$ cat src/rtl/vx_csr_rmw_seq.sv
// Zicsr read-modify-write sequencer: one atomic CSR read (+ optional write) per request.
// Latency: read +1, write +2, response +3 (+2 with no write); req_ready only in IDLE, RESP holds until rsp_ready.
module vx_csr_rmw_seq #(
  parameter int NUM_LANES = 4,
  parameter int DATAW     = 32,
  parameter int ADDRW     = 12,
  parameter int UUIDW     = 44,
  parameter int NWW       = 2
) (
  input  logic                       clk,
  input  logic                       reset,
  input  logic                       req_valid,
  output logic                       req_ready,
  input  logic [UUIDW-1:0]           req_uuid,
  input  logic [NWW-1:0]             req_wid,
  input  logic [NUM_LANES-1:0]       req_tmask,
  input  logic [1:0]                 req_op,
  input  logic [ADDRW-1:0]           req_addr,
  input  logic [NUM_LANES*DATAW-1:0] req_rs1,
  input  logic                       req_rs1_is_x0,
  input  logic                       req_rd_is_x0,
  output logic                       csr_read_enable,
  output logic [UUIDW-1:0]           csr_read_uuid,
  output logic [NWW-1:0]             csr_read_wid,
  output logic [ADDRW-1:0]           csr_read_addr,
  input  logic [DATAW-1:0]           csr_read_data_ro,
  input  logic [DATAW-1:0]           csr_read_data_rw,
  output logic                       csr_write_enable,
  output logic [UUIDW-1:0]           csr_write_uuid,
  output logic [NWW-1:0]             csr_write_wid,
  output logic [ADDRW-1:0]           csr_write_addr,
  output logic [DATAW-1:0]           csr_write_data,
  output logic                       rsp_valid,
  input  logic                       rsp_ready,
  output logic [UUIDW-1:0]           rsp_uuid,
  output logic [NWW-1:0]             rsp_wid,
  output logic [NUM_LANES-1:0]       rsp_tmask,
  output logic [NUM_LANES*DATAW-1:0] rsp_data,
  output logic                       rsp_illegal,
  output logic                       busy
);

  localparam logic [1:0] OP_RW = 2'b00;
  localparam logic [1:0] OP_RS = 2'b01;
  localparam logic [1:0] OP_RC = 2'b10;

  typedef enum logic [1:0] {IDLE, READ, WRITE, RESP} state_t;

  typedef struct packed {
    logic [UUIDW-1:0]     uuid;
    logic [NWW-1:0]       wid;
    logic [NUM_LANES-1:0] tmask;
    logic [1:0]           op;
    logic [ADDRW-1:0]     addr;
    logic [DATAW-1:0]     src;
    logic                 rs1_is_x0;
    logic                 rd_is_x0;
  } req_t;

  state_t             state, next_state;
  req_t               rq;
  logic [DATAW-1:0]   sel_src;
  logic [DATAW-1:0]   old_val, new_val, old_q, new_q;
  logic               skip_read, do_write, illegal, illegal_q;

  // Operand comes from the lowest active lane; an empty mask falls back to lane 0.
  always_comb begin
    sel_src = req_rs1[DATAW-1:0];
    for (int i = NUM_LANES - 1; i >= 0; i--) begin
      if (req_tmask[i]) sel_src = req_rs1[i*DATAW +: DATAW];
    end
  end

  always_comb begin
    skip_read = rq.rd_is_x0 && (rq.op == OP_RW);
    old_val   = skip_read ? '0 : (csr_read_data_ro | csr_read_data_rw);
    case (rq.op)
      OP_RW:   new_val = rq.src;
      OP_RS:   new_val = old_val | rq.src;
      OP_RC:   new_val = old_val & ~rq.src;
      default: new_val = old_val;
    endcase
    do_write = (rq.op == OP_RW) || !rq.rs1_is_x0;
    illegal  = (rq.op == 2'b11) || (do_write && (rq.addr[ADDRW-1 -: 2] == 2'b11));

    next_state = state;
    case (state)
      IDLE:    if (req_valid) next_state = READ;
      READ:    next_state = (do_write && !illegal) ? WRITE : RESP;
      WRITE:   next_state = RESP;
      RESP:    if (rsp_ready) next_state = IDLE;
      default: next_state = IDLE;
    endcase
  end

  always_ff @(posedge clk) begin
    if (reset) begin
      state     <= IDLE;
      rq        <= '0;
      old_q     <= '0;
      new_q     <= '0;
      illegal_q <= 1'b0;
    end else begin
      state <= next_state;
      if (req_valid && req_ready) begin
        rq <= '{uuid: req_uuid, wid: req_wid, tmask: req_tmask, op: req_op, addr: req_addr,
                src: sel_src, rs1_is_x0: req_rs1_is_x0, rd_is_x0: req_rd_is_x0};
      end
      if (state == READ) begin
        old_q     <= old_val;
        new_q     <= new_val;
        illegal_q <= illegal;
      end
    end
  end

  assign req_ready        = (state == IDLE);
  assign busy             = (state != IDLE);
  assign csr_read_enable  = (state == READ) && !skip_read;
  assign csr_read_uuid    = rq.uuid;
  assign csr_read_wid     = rq.wid;
  assign csr_read_addr    = rq.addr;
  assign csr_write_enable = (state == WRITE);
  assign csr_write_uuid   = rq.uuid;
  assign csr_write_wid    = rq.wid;
  assign csr_write_addr   = rq.addr;
  assign csr_write_data   = new_q;
  assign rsp_valid        = (state == RESP);
  assign rsp_uuid         = rq.uuid;
  assign rsp_wid          = rq.wid;
  assign rsp_tmask        = rq.tmask;
  assign rsp_data         = {NUM_LANES{old_q}};
  assign rsp_illegal      = illegal_q;

endmodule

$ cat config.mk
export PLATFORM = sky130hd
export DESIGN_NAME = vx_csr_rmw_seq
export DESIGN_NICKNAME = d
export VERILOG_FILES = /design/src/rtl/vx_csr_rmw_seq.sv
export SDC_FILE = /design/constraint.sdc
export NUM_CORES = 1
export LEC_CHECK = 0
export BUFFER_PORTS_ARGS = -buffer_cell sky130_fd_sc_hd__buf_2
export CORE_AREA = 2 2 234 236
export DETAILED_ROUTE_END_ITERATION = 6
export DIE_AREA = 0 0 236 238
export PLACE_DENSITY = 0.47
export SLEW_MARGIN = 15
export SYNTH_ARGS = -nofsm -noshare
export SYNTH_HDL_FRONTEND = slang
export SYNTH_SLANG_ARGS = --single-unit
$ cat constraint.sdc
create_clock -name clk -period 1.6 [get_ports clk]
set_input_delay 0.24 -clock clk [delete_from_list [all_inputs] [get_ports clk]]
set_output_delay 0.24 -clock clk [all_outputs]
set_load 0.1 [all_outputs]
==> flow_summary.yaml <==
die:
  pin_count: 594
  die_y_um: 238
  core_area_mm2: 0.05350
  fp.dieW_um: 236
  dieArea_mm2: 0.05617
  row_count: 85
  start_util: 0.1861
worst_setup_path:
  slowest_stage: "or3b_4"
  critPathMaxFanout: 2
  cp_data_arrival_time_ps: 1550
  start_kind: "flop"
  crit_type: "reg2out"
  path_cells: "or3b_4 > and2_4 > buf_12"
  cp.required_ps: 1360
  cp-end-kind: "primary output"
  crit_path_max_incr_delay_ps: 420
placement:
  dpl_cell_area_mm2: 0.01197
  dp_cells: 2169
  dp_hpwl_um: 30460
  place.gp.congestion: 0.7904
  port_buffers: 593
  pre_cts_slack_ps: 57.22
timing:
  final.min_clock_period_ps: 1789
  rsz0062_at_grt: "yes"
  clock.fmax_ghz: 0.5589
  setup_violations: 5
  period_share: 1.118
  timing.setup.tns_ps: -449.6
  hold_viol: 0
  max-slew-margin-rel: 0.6414
  fin_skew_ps: 14.78
  tightest_slew_ps: 541.7
  drv_slew: 0
  layout_setup_ws_ps: -189.2
  fin_hold_ws_ps: 73.62
routing:
  vias: 9758
  ant_nets: 0
  wl_per_cell_um: 18.87
  drt_pass1_iterations: 5
  drc: 0
  drt_iter0_markers: 496
  post_drt_via_cell_ratio: 4.276
  drt-total-wl_um: 43070
finish:
  drive_above_1_share: 0.4968
  area_growth_pct: 39.81
  post_layout_nonfiller_instances: 2282
  final_common_cell: "buf_2"
  most-common-layout-cells: "buf_2, buf_4, nand2_1, dfxtp_1, a21oi_1"
  utilization: 0.2602
  fin_nets: 1833
  design_area_mm2: 0.01392
grt:
  grt_pass1_wl_um: 59390
  grt_pass1_vias: 9236
  antenna_found_initial: 12
  grt_max_degree: 85
  grt_usage: 0.1424
  overflow: 0
synthesis:
  yosys-top-cells-area: "dfxtp_1, buf_4, a21oi_1, o22ai_1, nand2_1"
  synth_top_family_by_area: "buffers and inverters"
  synth_area_leader_cell: "dfxtp_1"
  ys_seq_area_frac: 0.3317
  synth.top_cell.area_share: 0.3317
  synth_area_per_cell_um2: 8.304
  synthAdderAreaFrac: 0.006032
  synthSimpleGateAreaFrac: 0.1636
  synth_fp_nets: 1465
  synthMuxAreaShare: 0.03845
  synth-compound-area-share: 0.2151
  ys_ff_latch: 165
  postSynthCellCount: 1199
  synth_xor_area_frac: 0
  synth.distinct_cells: 37
  synth_warnings: 0
  netlist_area_mm2: 0.009957
run_status:
  violations: "setup timing"
  status: "finished, violations left"
power:
  p_per_area_mw_per_mm2: 2490
  p_leak_nw: 6.234
  vdd_drop_max_mv: 1.176
  fin_total_pwr_mw: 34.66
min_path:
  worstHoldPathType: "in2reg"
clock_network:
  root_buffer: "clkbuf_16"
  cts_buffer_depth: 2
  tritoncts: "built"
  cts_made_buffers: 17
  clk_pin_slew_ps: 80
  cts_sinks: 165
  htree_levels: 4
  clkLatencyLatePin_ps: 470
run:
  maxCapViolCount: 0
-- worst max-delay path: cells and delay by family, from the launching register on --
kind	cells	cell delay [ps]
buf+inv	1	160
flops	1	320
simple gates	2	590
-- registers in the layout, summed over array words and instances (netlist names) --
| signal | flops |
|---|---|
| old_q | 32 |
| rsp_illegal | 1 |
| csr_write_data | 32 |
| csr_read_addr | 12 |
| csr_read_wid | 2 |
| csr_read_uuid | 44 |
| rq | 36 |
| state | 2 |
| rsp_tmask | 4 |
-- final cells by class --
| class | count | area [um2] |
|---|---|---|
| fill | 5807 | 39570 |
| timing repair buffer | 703 | 4760 |
| multi-input combinational | 676 | 4277 |
| sequential | 165 | 3352 |
| tap | 696 | 870.8 |
| clock buffer | 18 | 429.2 |
| clock inverter | 14 | 196.4 |
| inverter | 4 | 21.27 |
| antenna | 6 | 15.01 |
-- worst paths after layout --
kind | from | end | slack, ps | cells past startpoint
min | req_rs1[6] | rq[8]$_SDFFE_PP0P_ | 70 | 3
min reg2reg | rq[0]$_SDFFE_PP0P_ | rq[0]$_SDFFE_PP0P_ | 460 | 2
max | rq[47]$_SDFFE_PP0P_ | csr_read_enable | -190 | 3
max reg2reg | state[0]$_SDFFE_PP0P_ | rq[6]$_SDFFE_PP0P_ | -30 | 7
-- per-layer routing --
layer | vias to the layer above | GRT usage | routed length (um)
met5 | - | 0 | 46
met4 | 6 | 0.05115 | 784
met3 | 47 | 0.03968 | 2742
met2 | 393 | 0.2489 | 21620
met1 | 4641 | 0.1661 | 17870
li1 | 4671 | - | -
-- power by group --
group	internal [mW]	switching (mW)	total, mW
registers	5.22	1.11	6.33
clock network	2.51	2.04	4.54
logic	4.76	19.0	23.8
-- kinds of logic (layout without fill, tap and decap cells) --
| logic type | after synthesis | in the layout |
|---|---|---|
| buffers and inverters | 358 | 739 |
| AO/OA/AOI/OAI | 324 | 324 |
| AND/OR/NAND/NOR | 314 | 314 |
| flip-flops | 165 | 165 |
| multiplexers | 33 | 33 |
| adder cells (fa/ha/maj) | 5 | 5 |
| other | 0 | 6 |
-- what timing repair did --
item	CTS	global route
setup endpoints to repair	151	90
gates resized for setup	158	36
endpoints found under the hold margin	62	0
buffers inserted	6	2
pin swaps	2	3
cloned	0	5
hold buffers	62	0
-- Yosys cell counts --
| library cell | instances |
|---|---|
| mux2_2 | 30 |
| buf_6 | 8 |
| a311oi_1 | 34 |
| buf_1 | 2 |
| o22ai_1 | 84 |
| nor2b_2 | 1 |
| o21ai_0 | 24 |
| o41ai_1 | 6 |
| and4bb_2 | 1 |
| a21o_1 | 7 |
| nand2b_1 | 67 |
| nand3_1 | 1 |
| nand3b_1 | 6 |
| and4_1 | 26 |
| o211ai_2 | 29 |
| and2_1 | 2 |
| buf_8 | 1 |
| nor2b_1 | 38 |
| ha_1 | 4 |
| nor2_1 | 33 |
| buf_4 | 263 |
| inv_1 | 3 |
| buf_2 | 30 |
| mux2_4 | 3 |
| nand2_1 | 135 |
| or3b_1 | 1 |
| dfxtp_1 | 165 |
| or2_1 | 1 |
| a21oi_1 | 127 |
| nor2_2 | 1 |
| o211ai_1 | 3 |
| clkinv_1 | 1 |
| maj3_1 | 1 |
| o21ai_1 | 4 |
| clkbuf_1 | 50 |
| a221oi_1 | 6 |
| and2_4 | 1 |
Power figures use the tool's default switching activity.
